==> config.mk <==
export PLATFORM = sky130hd
export DESIGN_NAME = button_conditioner_flat
export DESIGN_NICKNAME = d
export VERILOG_FILES = /design/src/rtl/button_conditioner_if.sv /design/src/rtl/button_conditioner.sv /design/src/flat_wrapper.sv
export SDC_FILE = /design/constraint.sdc
export NUM_CORES = 1
export LEC_CHECK = 0
export ABC_AREA = 1
export CAP_MARGIN = 20
export CORE_MARGIN = 2
export CORE_UTILIZATION = 60
export CTS_CLUSTER_DIAMETER = 60
export CTS_CLUSTER_SIZE = 16
export DETAILED_ROUTE_END_ITERATION = 12
export DONT_BUFFER_PORTS = 1
export PLACE_DENSITY_LB_ADDON = 0.05
export SETUP_SLACK_MARGIN = 0.15
export SLEW_MARGIN = 20
export SYNTH_ARGS = -nofsm -noshare
export SYNTH_HDL_FRONTEND = slang
export SYNTH_SLANG_ARGS = --single-unit
==> constraint.sdc <==
create_clock -name clk -period 3 [get_ports clk]
set_input_delay 0.6 -clock clk [delete_from_list [all_inputs] [get_ports clk]]
set_output_delay 0.6 -clock clk [all_outputs]
set_load 0.02 [all_outputs]
==> src/rtl/button_conditioner_if.sv <==
// rtl/button_conditioner_if.sv - raw button levels in, conditioned press pulses out
interface button_conditioner_if;
    logic enter_btn;
    logic sign_btn;
    logic enter;
    logic sign;

    modport master (
        output enter_btn,
        output sign_btn,
        input  enter,
        input  sign
    );

    modport slave (
        input  enter_btn,
        input  sign_btn,
        output enter,
        output sign
    );
endinterface

==> src/rtl/button_conditioner.sv <==
// rtl/button_conditioner.sv - synchronize, debounce and edge-detect the enter and sign buttons
module button_conditioner #(
    parameter int DEBOUNCE_CYCLES = 1000000
) (
    input  logic                 clk,
    input  logic                 rst_n,
    button_conditioner_if.slave  btn
);
    localparam int CW = $clog2(DEBOUNCE_CYCLES);
    localparam logic [CW-1:0] CNT_MAX = CW'(DEBOUNCE_CYCLES - 1);

    logic [1:0] raw;
    assign raw = {btn.sign_btn, btn.enter_btn};

    // channel 0 = enter, channel 1 = sign; each channel has its own private state
    for (genvar i = 0; i < 2; i++) begin : g_ch
        logic          sync1;
        logic          sync2;
        logic          stable;
        logic [CW-1:0] cnt;
        logic          accept;
        logic          pulse;

        // sync2 has held the opposite level for DEBOUNCE_CYCLES consecutive edges
        assign accept = (sync2 != stable) && (cnt == CNT_MAX);

        always_ff @(posedge clk or negedge rst_n) begin
            if (!rst_n) begin
                sync1  <= 1'b0;
                sync2  <= 1'b0;
                stable <= 1'b0;
                cnt    <= '0;
                pulse  <= 1'b0;
            end else begin
                sync1 <= raw[i];
                sync2 <= sync1;
                if (sync2 == stable) begin
                    cnt <= '0;
                end else if (accept) begin
                    stable <= sync2;
                    cnt    <= '0;
                end else begin
                    cnt <= cnt + 1'b1;
                end
                // only a rising accepted level makes a pulse; releases are silent
                pulse <= accept & sync2;
            end
        end
    end

    assign btn.enter = g_ch[0].pulse;
    assign btn.sign  = g_ch[1].pulse;
endmodule

==> src/flat_wrapper.sv <==
// flat-port wrapper written by rule: the top's interface ports become plain ports
module button_conditioner_flat 
#(
    parameter int DEBOUNCE_CYCLES = 1000000
)
  (clk, rst_n, btn_enter_btn, btn_sign_btn, btn_enter, btn_sign);
  button_conditioner_if btn_i ();
  input  logic clk;
  input  logic rst_n;
  input wire logic [$bits(btn_i.enter_btn)-1:0] btn_enter_btn;
  input wire logic [$bits(btn_i.sign_btn)-1:0] btn_sign_btn;
  output wire logic [$bits(btn_i.enter)-1:0] btn_enter;
  output wire logic [$bits(btn_i.sign)-1:0] btn_sign;
  assign btn_i.enter_btn = btn_enter_btn;
  assign btn_i.sign_btn = btn_sign_btn;
  assign btn_enter = btn_i.enter;
  assign btn_sign = btn_i.sign;
  button_conditioner #(.DEBOUNCE_CYCLES(DEBOUNCE_CYCLES)) u_core (.clk(clk), .rst_n(rst_n), .btn(btn_i));
endmodule
==> Flow_metrics.wiki, run 1 <==
{| class="wikitable"
! Metric !! Value
|-
| Flip-flop and latch count after synthesis || 48
|-
| Fraction of power consumed by the clock network || 0.366
|-
| Maximum single-stage delay on the critical path || 0.44 ns
|-
| Layout Nets || 342
|-
| Net switching power figure || 271.3 uW
|-
| DRT Pass-1 Iters || 4
|-
| Row cnt || 23
|-
| Post-layout instance count excluding filler cells || 387
|-
| # resized after CTS || 0
|-
| Initial antenna violation count || 0
|-
| Critical Path Slowest Stage Cell || sky130_fd_sc_hd__a21oi_2
|-
| Avg Inst Size Synth || 7.734 um2
|-
| Max_slew headroom || 0.6534
|-
| Internal portion of total power || 840.4 uW
|-
| Netlist Area Pre-Place || 2560 um2
|-
| Number of nets in the synthesized netlist || 337
|-
| Endpoints failing hold || 0
|-
| Aggregate routed wire length || 4659 um
|-
| Number of max-cap violations || 0
|-
| Worst path arrival time || 1.91 ns
|-
| Leakage dissipation || 1.266 nW
|-
| DRC marker count from the first detailed-route iteration || 158
|-
| Clock tree from TritonCTS || done
|-
| Routed Antenna Nets || 0
|-
| Largest delay share family, worst path || compound AO/OA/AOI/OAI gates
|-
| Clock transition at the registers of the reported paths || 0.09 ns
|-
| Critical Path Sink Type || flip-flop
|-
| Setup repair after global routing missed its margin || no
|-
| Ys Warns || 0
|-
| Worst VDD drop || 0.0004733 V
|-
| Worst path cell trace || ha_1 > nand2_1 > nor2_2 > nand2_2 > nor2_2 > a21oi_2 > inv_1 > nor2_1
|-
| Detailed placer's ending HPWL || 3380 um
|-
| Combinational group share of total power || 0.039
|-
| Die outline height || 69.32 um
|-
| Filler Cell Count || 340
|-
| Worst setup slack before clock tree synthesis || 1.288 ns
|-
| Post-layout min period || 1.670 ns
|-
| Summed negative setup slack over all endpoints || 0 ns
|-
| Number of buffers inserted by port buffering || 0
|-
| Final antenna diode count || 0
|-
| Sequential share of the synthesized area || 0.4692
|-
| Area enclosed by the die boundary || 4805 um2
|-
| Clock buffer count from CTS || 5
|-
| Area grow syn2layout || 6.207%
|-
| Result of the run || completed
|-
| Critical path's most frequent cell || sky130_fd_sc_hd__nor2_2
|-
| Post-CTS Setup Bufs || 0
|-
| Number of cells in the design after placement || 378
|-
| Power per cell area || 408.9 nW/um2
|-
| Worst Path Buf+Inv || 1
|-
| Initial Util || 0.6309
|-
| Clk buf depth || 2
|-
| Share of final-layout standard cells stronger than drive strength 1 || 0.1039
|-
| Type of the setup path with the least slack || flip-flop to flip-flop
|-
| Achievable frequency || 598.9 MHz
|-
| Die width || 69.32 um
|-
| Critical Path Fanout Max || 11
|-
| Average wire per standard cell || 12.04 um
|-
| Worst path required time || 3.24 ns
|-
| Synth cell types || 27
|-
| Gr usage total || 0.2215
|-
| First-pass GRT wire length || 8569 um
|-
| I/O pins || 6
|-
| GPL Wtd Cong || 0.8564
|-
| Gate count of the mapped netlist || 331
|-
| Sw Share || 0.2440
|-
| DR DRC count || 0
|-
| HP Class || input port to async pin
|-
| Crit share post-route || 0.5565
|-
| Source-to-sink clock delay at the later pin of the worst-skew pair || 0.31 ns
|-
| Cell at the root of the clock tree || sky130_fd_sc_hd__clkbuf_8
|-
| Share of power burned in registers || 0.594
|-
| CTS hold repair buffers || 1
|-
| Final core utilization || 0.6701
|-
| Number of pins with negative max-slew slack in the final report || 0
|-
| Average via count per standard cell || 5.155
|-
| Clk sink count || 48
|-
| Transition at the pin with the smallest max-transition slack || 0.5200 ns
|-
| Final Worst Setup Slack || 1.330 ns
|-
| GRT overflow || 0
|-
| Pin count of the biggest net entering global routing || 49
|-
| Setup-failing EPs final || 0
|-
| Std-Cell Core Area || 4058 um2
|-
| Via count of the first global-routing pass || 1836
|-
| Total number of vias || 1995
|-
| Deepest level of the CTS H-tree || 2
|-
| Kind of start point of the critical path || flip-flop
|-
| Final worst clock skew || 0.002489 ns
|}
-- cells in the final DEF, fill, tap and decap left out, types with 7 or more instances in the layout --
cell                      Yosys  layout
sky130_fd_sc_hd__nand2_2      8       8
sky130_fd_sc_hd__nand3_1     34      34
sky130_fd_sc_hd__xor2_1      10      10
sky130_fd_sc_hd__nand2_1     63      63
sky130_fd_sc_hd__nor3_1       7       7
sky130_fd_sc_hd__dfrtp_1     48      48
sky130_fd_sc_hd__nor2_1      67      67
sky130_fd_sc_hd__nor2_2       7       7
sky130_fd_sc_hd__inv_1       43      43
-- layout make-up --
class                      count  area, um2  share of cell area
clock buffer                   5      68.82             0.02531
clock inverter                 3      26.28            0.009664
inverter                      46      172.7             0.06351
multi-input combinational    234       1160              0.4266
sequential                    48       1201              0.4418
tap                           50      62.56             0.02301
timing repair buffer           1      27.53             0.01012
-- cells in the mapped netlist --
library cell	number	share of area
sky130_fd_sc_hd__nor2_1	67	0.098
sky130_fd_sc_hd__nand2_1	63	0.092
sky130_fd_sc_hd__dfrtp_1	48	0.47
sky130_fd_sc_hd__inv_1	43	0.063
sky130_fd_sc_hd__nand3_1	34	0.066
sky130_fd_sc_hd__xor2_1	10	0.034
sky130_fd_sc_hd__nand2_2	8	0.020
sky130_fd_sc_hd__nor2_2	7	0.017
sky130_fd_sc_hd__nor3_1	7	0.014
sky130_fd_sc_hd__a21oi_1	5	0.0098
sky130_fd_sc_hd__nand4_1	5	0.012
sky130_fd_sc_hd__o21ai_0	5	0.0098
sky130_fd_sc_hd__xnor2_1	5	0.017
sky130_fd_sc_hd__nor2_4	4	0.018
sky130_fd_sc_hd__inv_2	3	0.0044
sky130_fd_sc_hd__nor3b_1	3	0.0088
sky130_fd_sc_hd__buf_6	2	0.0088
sky130_fd_sc_hd__ha_1	2	0.0098
sky130_fd_sc_hd__o21bai_1	2	0.0059
sky130_fd_sc_hd__a21oi_2	1	0.0034
sky130_fd_sc_hd__clkbuf_1	1	0.0015
sky130_fd_sc_hd__nand3_2	1	0.0039
sky130_fd_sc_hd__nand3b_1	1	0.0029
sky130_fd_sc_hd__o21ai_1	1	0.0020
sky130_fd_sc_hd__o21ai_2	1	0.0034
sky130_fd_sc_hd__or2_1	1	0.0024
sky130_fd_sc_hd__or2_2	1	0.0024
-- metrics by stage --
stage,cell area [um2],hold WS (ns),total power [mW]
floorplan,2560,0.3044,0.6980
global placement,2596,0.3055,0.7032
detailed placement,2596,0.3055,0.7029
CTS,2719,0.1300,1.127
global route,2719,0.1332,1.163
finish,2719,0.1267,1.112
-- metal layers --
metal	track usage	vias to the layer above	part of all wire
met5	0	-	0
met4	0.06536	0	0.015
met3	0.04942	7	0.034
met2	0.3045	31	0.40
met1	0.3491	920	0.55
li1	-	1037	-
-- flip-flops by register name (all words and copies together) (netlist names) --
signal              cells
u_core.g_ch.stable      2
u_core.g_ch.cnt        40
u_core.btn.sign         1
u_core.g_ch.sync2       2
u_core.g_ch.sync1       2
u_core.btn.enter        1
-- cell families after synthesis --
kind of cell,share of synthesized area
AO/OA/AOI/OAI,0.03421
XOR/XNOR,0.05132
adder cells (fa/ha/maj),0.009774
buffers and inverters,0.07771
flip-flops,0.4692
AND/OR/NAND/NOR,0.3578
-- worst register-to-register path: cells and delay by family (launching register included) --
kind | cells | cell delay, ns
adder cells (fa/ha/maj) | 1 | 0.21
buffers and inverters | 1 | 0.15
AO/OA/AOI/OAI | 1 | 0.44
flip-flops | 1 | 0.39
AND/OR/NAND/NOR | 5 | 0.41
-- power by group through the flow --
stage | registers [mW] | clock network [mW] | logic (mW)
detailed placement | 0.674 | 0 | 0.0289
finish | 0.661 | 0.407 | 0.0438
global placement | 0.674 | 0 | 0.0293
floorplan | 0.673 | 0 | 0.0251
global route | 0.662 | 0.448 | 0.0530
CTS | 0.661 | 0.420 | 0.0457
-- final timing paths --
kind	endpoint	startpoint	cells after the start	slack (ns)
setup / recovery	u_core.g_ch[0].cnt[5]	u_core.g_ch[0].cnt[0]	8	1.33
hold / removal	u_core.g_ch[1].cnt[14]	rst_n	1	0.13
setup reg to reg	u_core.g_ch[0].cnt[5]	u_core.g_ch[0].cnt[0]	8	1.33
hold reg to reg	u_core.g_ch[1].sync2	u_core.g_ch[1].sync1	0	0.37
max in group asynchronous	u_core.g_ch[0].cnt[5]	rst_n	1	2.67
min in group clk	u_core.g_ch[1].sync1	btn_sign_btn	0	0.31
(Power assumes the default switching activity.)
==> run 2, diff against run 1 <==
--- a/config.mk
+++ b/config.mk
@@ -8,7 +8,7 @@
 export ABC_AREA = 1
 export CAP_MARGIN = 20
 export CORE_MARGIN = 2
-export CORE_UTILIZATION = 60
+export CORE_UTILIZATION = 57
 export CTS_CLUSTER_DIAMETER = 60
 export CTS_CLUSTER_SIZE = 16
 export DETAILED_ROUTE_END_ITERATION = 12
==> constraint.sdc (replaced) <==
create_clock -name clk -period 1.5 [get_ports clk]
set_input_delay 0.3 -clock clk [delete_from_list [all_inputs] [get_ports clk]]
set_output_delay 0.3 -clock clk [all_outputs]
set_load 0.02 [all_outputs]
==> Flow_metrics.wiki, run 2 (same netlist as run 1, synthesis figures left out) <==
{| class="wikitable"
! Metric !! Value
|-
| Result of the run || finished with violations
|-
| Max_slew headroom || 0.7692
|-
| Clock buffer count from CTS || 5
|-
| Worst setup slack for register-to-register paths || 0.08 ns
|-
| Placement-stage cell area || 2644 um2
|-
| Row cnt || 24
|-
| Worst VDD drop || 0.0005944 V
|-
| Area of the multi-input gates || 1428 um2
|-
| Setup repair after global routing missed its margin || yes
|-
| Worst Path Buf+Inv || 1
|-
| Critical Path Fanout Max || 6
|-
| Post-layout instance area || 3204 um2
|-
| Gr usage total || 0.2296
|-
| Worst path cell trace || ha_2 > nand2_2 > nor2_4 > nand2_4 > nor2_4 > a21oi_4 > inv_2 > nor2_1
|-
| DRC marker count from the first detailed-route iteration || 192
|-
| Post-layout min period || 1.419 ns
|-
| Worst path required time || 1.69 ns
|-
| Flip-flop count of the largest register, all copies and words added || 40
|-
| Source-to-sink clock delay at the later pin of the worst-skew pair || 0.30 ns
|-
| Violations in the final reports || negative hold slack
|-
| Die outline height || 71.02 um
|-
| Endpoints failing hold || 48
|-
| Summed negative setup slack over all endpoints || 0 ns
|-
| Critical Path Sink Type || flip-flop
|-
| DR DRC count || 0
|-
| Critical path's most frequent cell || sky130_fd_sc_hd__nor2_4
|-
| Most used cells in the layout excluding fill and tap cells || sky130_fd_sc_hd__nand2_1, sky130_fd_sc_hd__nor2_1, sky130_fd_sc_hd__dfrtp_1, sky130_fd_sc_hd__inv_1, sky130_fd_sc_hd__nand3_1
|-
| Total number of vias || 2163
|-
| Transition at the pin with the smallest max-transition slack || 0.3459 ns
|-
| Register with the highest flop count || u_core.g_ch.cnt
|-
| DRT Pass-1 Iters || 4
|-
| Setup-failing EPs final || 0
|-
| Clk buf depth || 2
|-
| Aggregate routed wire length || 5726 um
|-
| Std-Cell Core Area || 4354 um2
|-
| GRT overflow || 0
|-
| Achievable frequency || 704.7 MHz
|-
| Final worst clock skew || 0.008122 ns
|-
| Layout Nets || 368
|-
| Crit share post-route || 0.9461
|-
| Initial Util || 0.5879
|-
| Number of buffers inserted by port buffering || 0
|-
| Area enclosed by the die boundary || 5043 um2
|-
| Die width || 71.02 um
|-
| First-pass GRT wire length || 9156 um
|-
| Worst-case hold slack || -0.3229 ns
|-
| Deepest level of the CTS H-tree || 2
|-
| Filler Cell Count || 305
|-
| Critical Path Slowest Stage Cell || sky130_fd_sc_hd__dfrtp_1
|-
| Number of max-cap violations || 0
|-
| Average via count per standard cell || 5.225
|-
| Leakage dissipation || 1.518 nW
|-
| Cell at the root of the clock tree || sky130_fd_sc_hd__clkbuf_8
|-
| Critical path startpoint || u_core.g_ch[0].cnt[1]
|-
| Initial antenna violation count || 0
|-
| Path depth of the worst reg2reg path || 8
|-
| Pin count of the biggest net entering global routing || 49
|-
| I/O pins || 6
|-
| Worst reg2reg startpoint || u_core.g_ch[0].cnt[1]
|-
| Clock transition at the registers of the reported paths || 0.09 ns
|-
| Routed Antenna Nets || 0
|-
| Clk sink count || 48
|-
| Final antenna diode count || 0
|-
| Detailed placer's ending HPWL || 3407 um
|-
| Power per cell area || 786.1 nW/um2
|-
| Worst path arrival time || 1.61 ns
|-
| Maximum single-stage delay on the critical path || 0.36 ns
|-
| HP Class || input port to async pin
|-
| Average wire per standard cell || 13.83 um
|-
| Register cell area after layout || 1204 um2
|-
| Area grow syn2layout || 25.17%
|-
| Via count of the first global-routing pass || 1987
|-
| Most common cell after layout, fill and taps aside || sky130_fd_sc_hd__nand2_1
|-
| Type of the setup path with the least slack || flip-flop to flip-flop
|-
| Share of final-layout standard cells stronger than drive strength 1 || 0.2818
|-
| Kind of start point of the critical path || flip-flop
|-
| Power, Total || 2.519 mW
|-
| GPL Wtd Cong || 0.8636
|-
| Clock tree from TritonCTS || done
|-
| Final Worst Setup Slack || 0.08086 ns
|-
| Number of pins with negative max-slew slack in the final report || 0
|-
| Crit Reg-Reg Endpoint || u_core.g_ch[0].cnt[9]
|-
| Largest delay share family, worst path || simple AND/OR/NAND/NOR gates
|-
| Worst setup slack before clock tree synthesis || -0.1349 ns
|}
==> run 2: cell count changes in the layout (fill, tap and decap cells not counted), moves of 7 or more <==
cell                      before  now
sky130_fd_sc_hd__nand3_2       1   11
sky130_fd_sc_hd__nor2_4        4   14
sky130_fd_sc_hd__nor2_1       67   55
sky130_fd_sc_hd__nand3_1      34   23
sky130_fd_sc_hd__nand2_4       0    8
sky130_fd_sc_hd__inv_1        43   36
sky130_fd_sc_hd__buf_4         0   21
==> run 2: worst max path at each step <==
stage                             endpoint  slack [ns]  cells past startpoint
global route         u_core.g_ch[0].stable       0.005                      8
detailed placement   u_core.g_ch[0].cnt[9]       -0.13                      8
CTS                  u_core.g_ch[0].cnt[9]        0.12                      8
global placement    u_core.g_ch[0].cnt[18]       -0.08                      8
floorplan           u_core.g_ch[0].cnt[14]        0.17                      9
finish               u_core.g_ch[0].cnt[9]        0.08                      8
==> run 2: layout make-up <==
cell class	count	area share
Multi-Input combinational cell	236	0.4455
Sequential cell	48	0.3756
Timing Repair Buffer	25	0.06248
Inverter	46	0.05584
Clock buffer	5	0.02148
Tap cell	52	0.02030
Clock inverter	2	0.01874
==> run 2: metal layers <==
metal | routed length (um) | global-route usage | up-vias
met5 | 0 | 0 | -
met3 | 279 | 0.04416 | 7
met4 | 49 | 0.04403 | 0
met1 | 2732 | 0.3508 | 1013
met2 | 2665 | 0.3458 | 53
li1 | - | - | 1090
==> run 2: repair_timing <==
action / in CTS / in global routing
pin swaps: 10 / 25
hold endpoints to repair: 48 / 50
resized for setup: 26 / 44
setup buffers: 4 / 13
cloned: 2 / 0
setup endpoints to repair: 29 / 34
==> run 2: metrics by stage <==
| stage | util | cells |
|---|---|---|
| floorplan | - | 331 |
| global placement | 0.6072 | 386 |
| detailed placement | 0.6072 | 386 |
| CTS | 0.6716 | 399 |
| global route | 0.7359 | 414 |
| finish | 0.7359 | 414 |
==> run 2: report_power, final <==
group	switching (mW)	leakage [nW]	internal (mW)	total (mW)
logic	0.0549	0.801	0.0470	0.102
registers	0.0142	0.653	1.31	1.33
clock network	0.435	0.0642	0.656	1.09
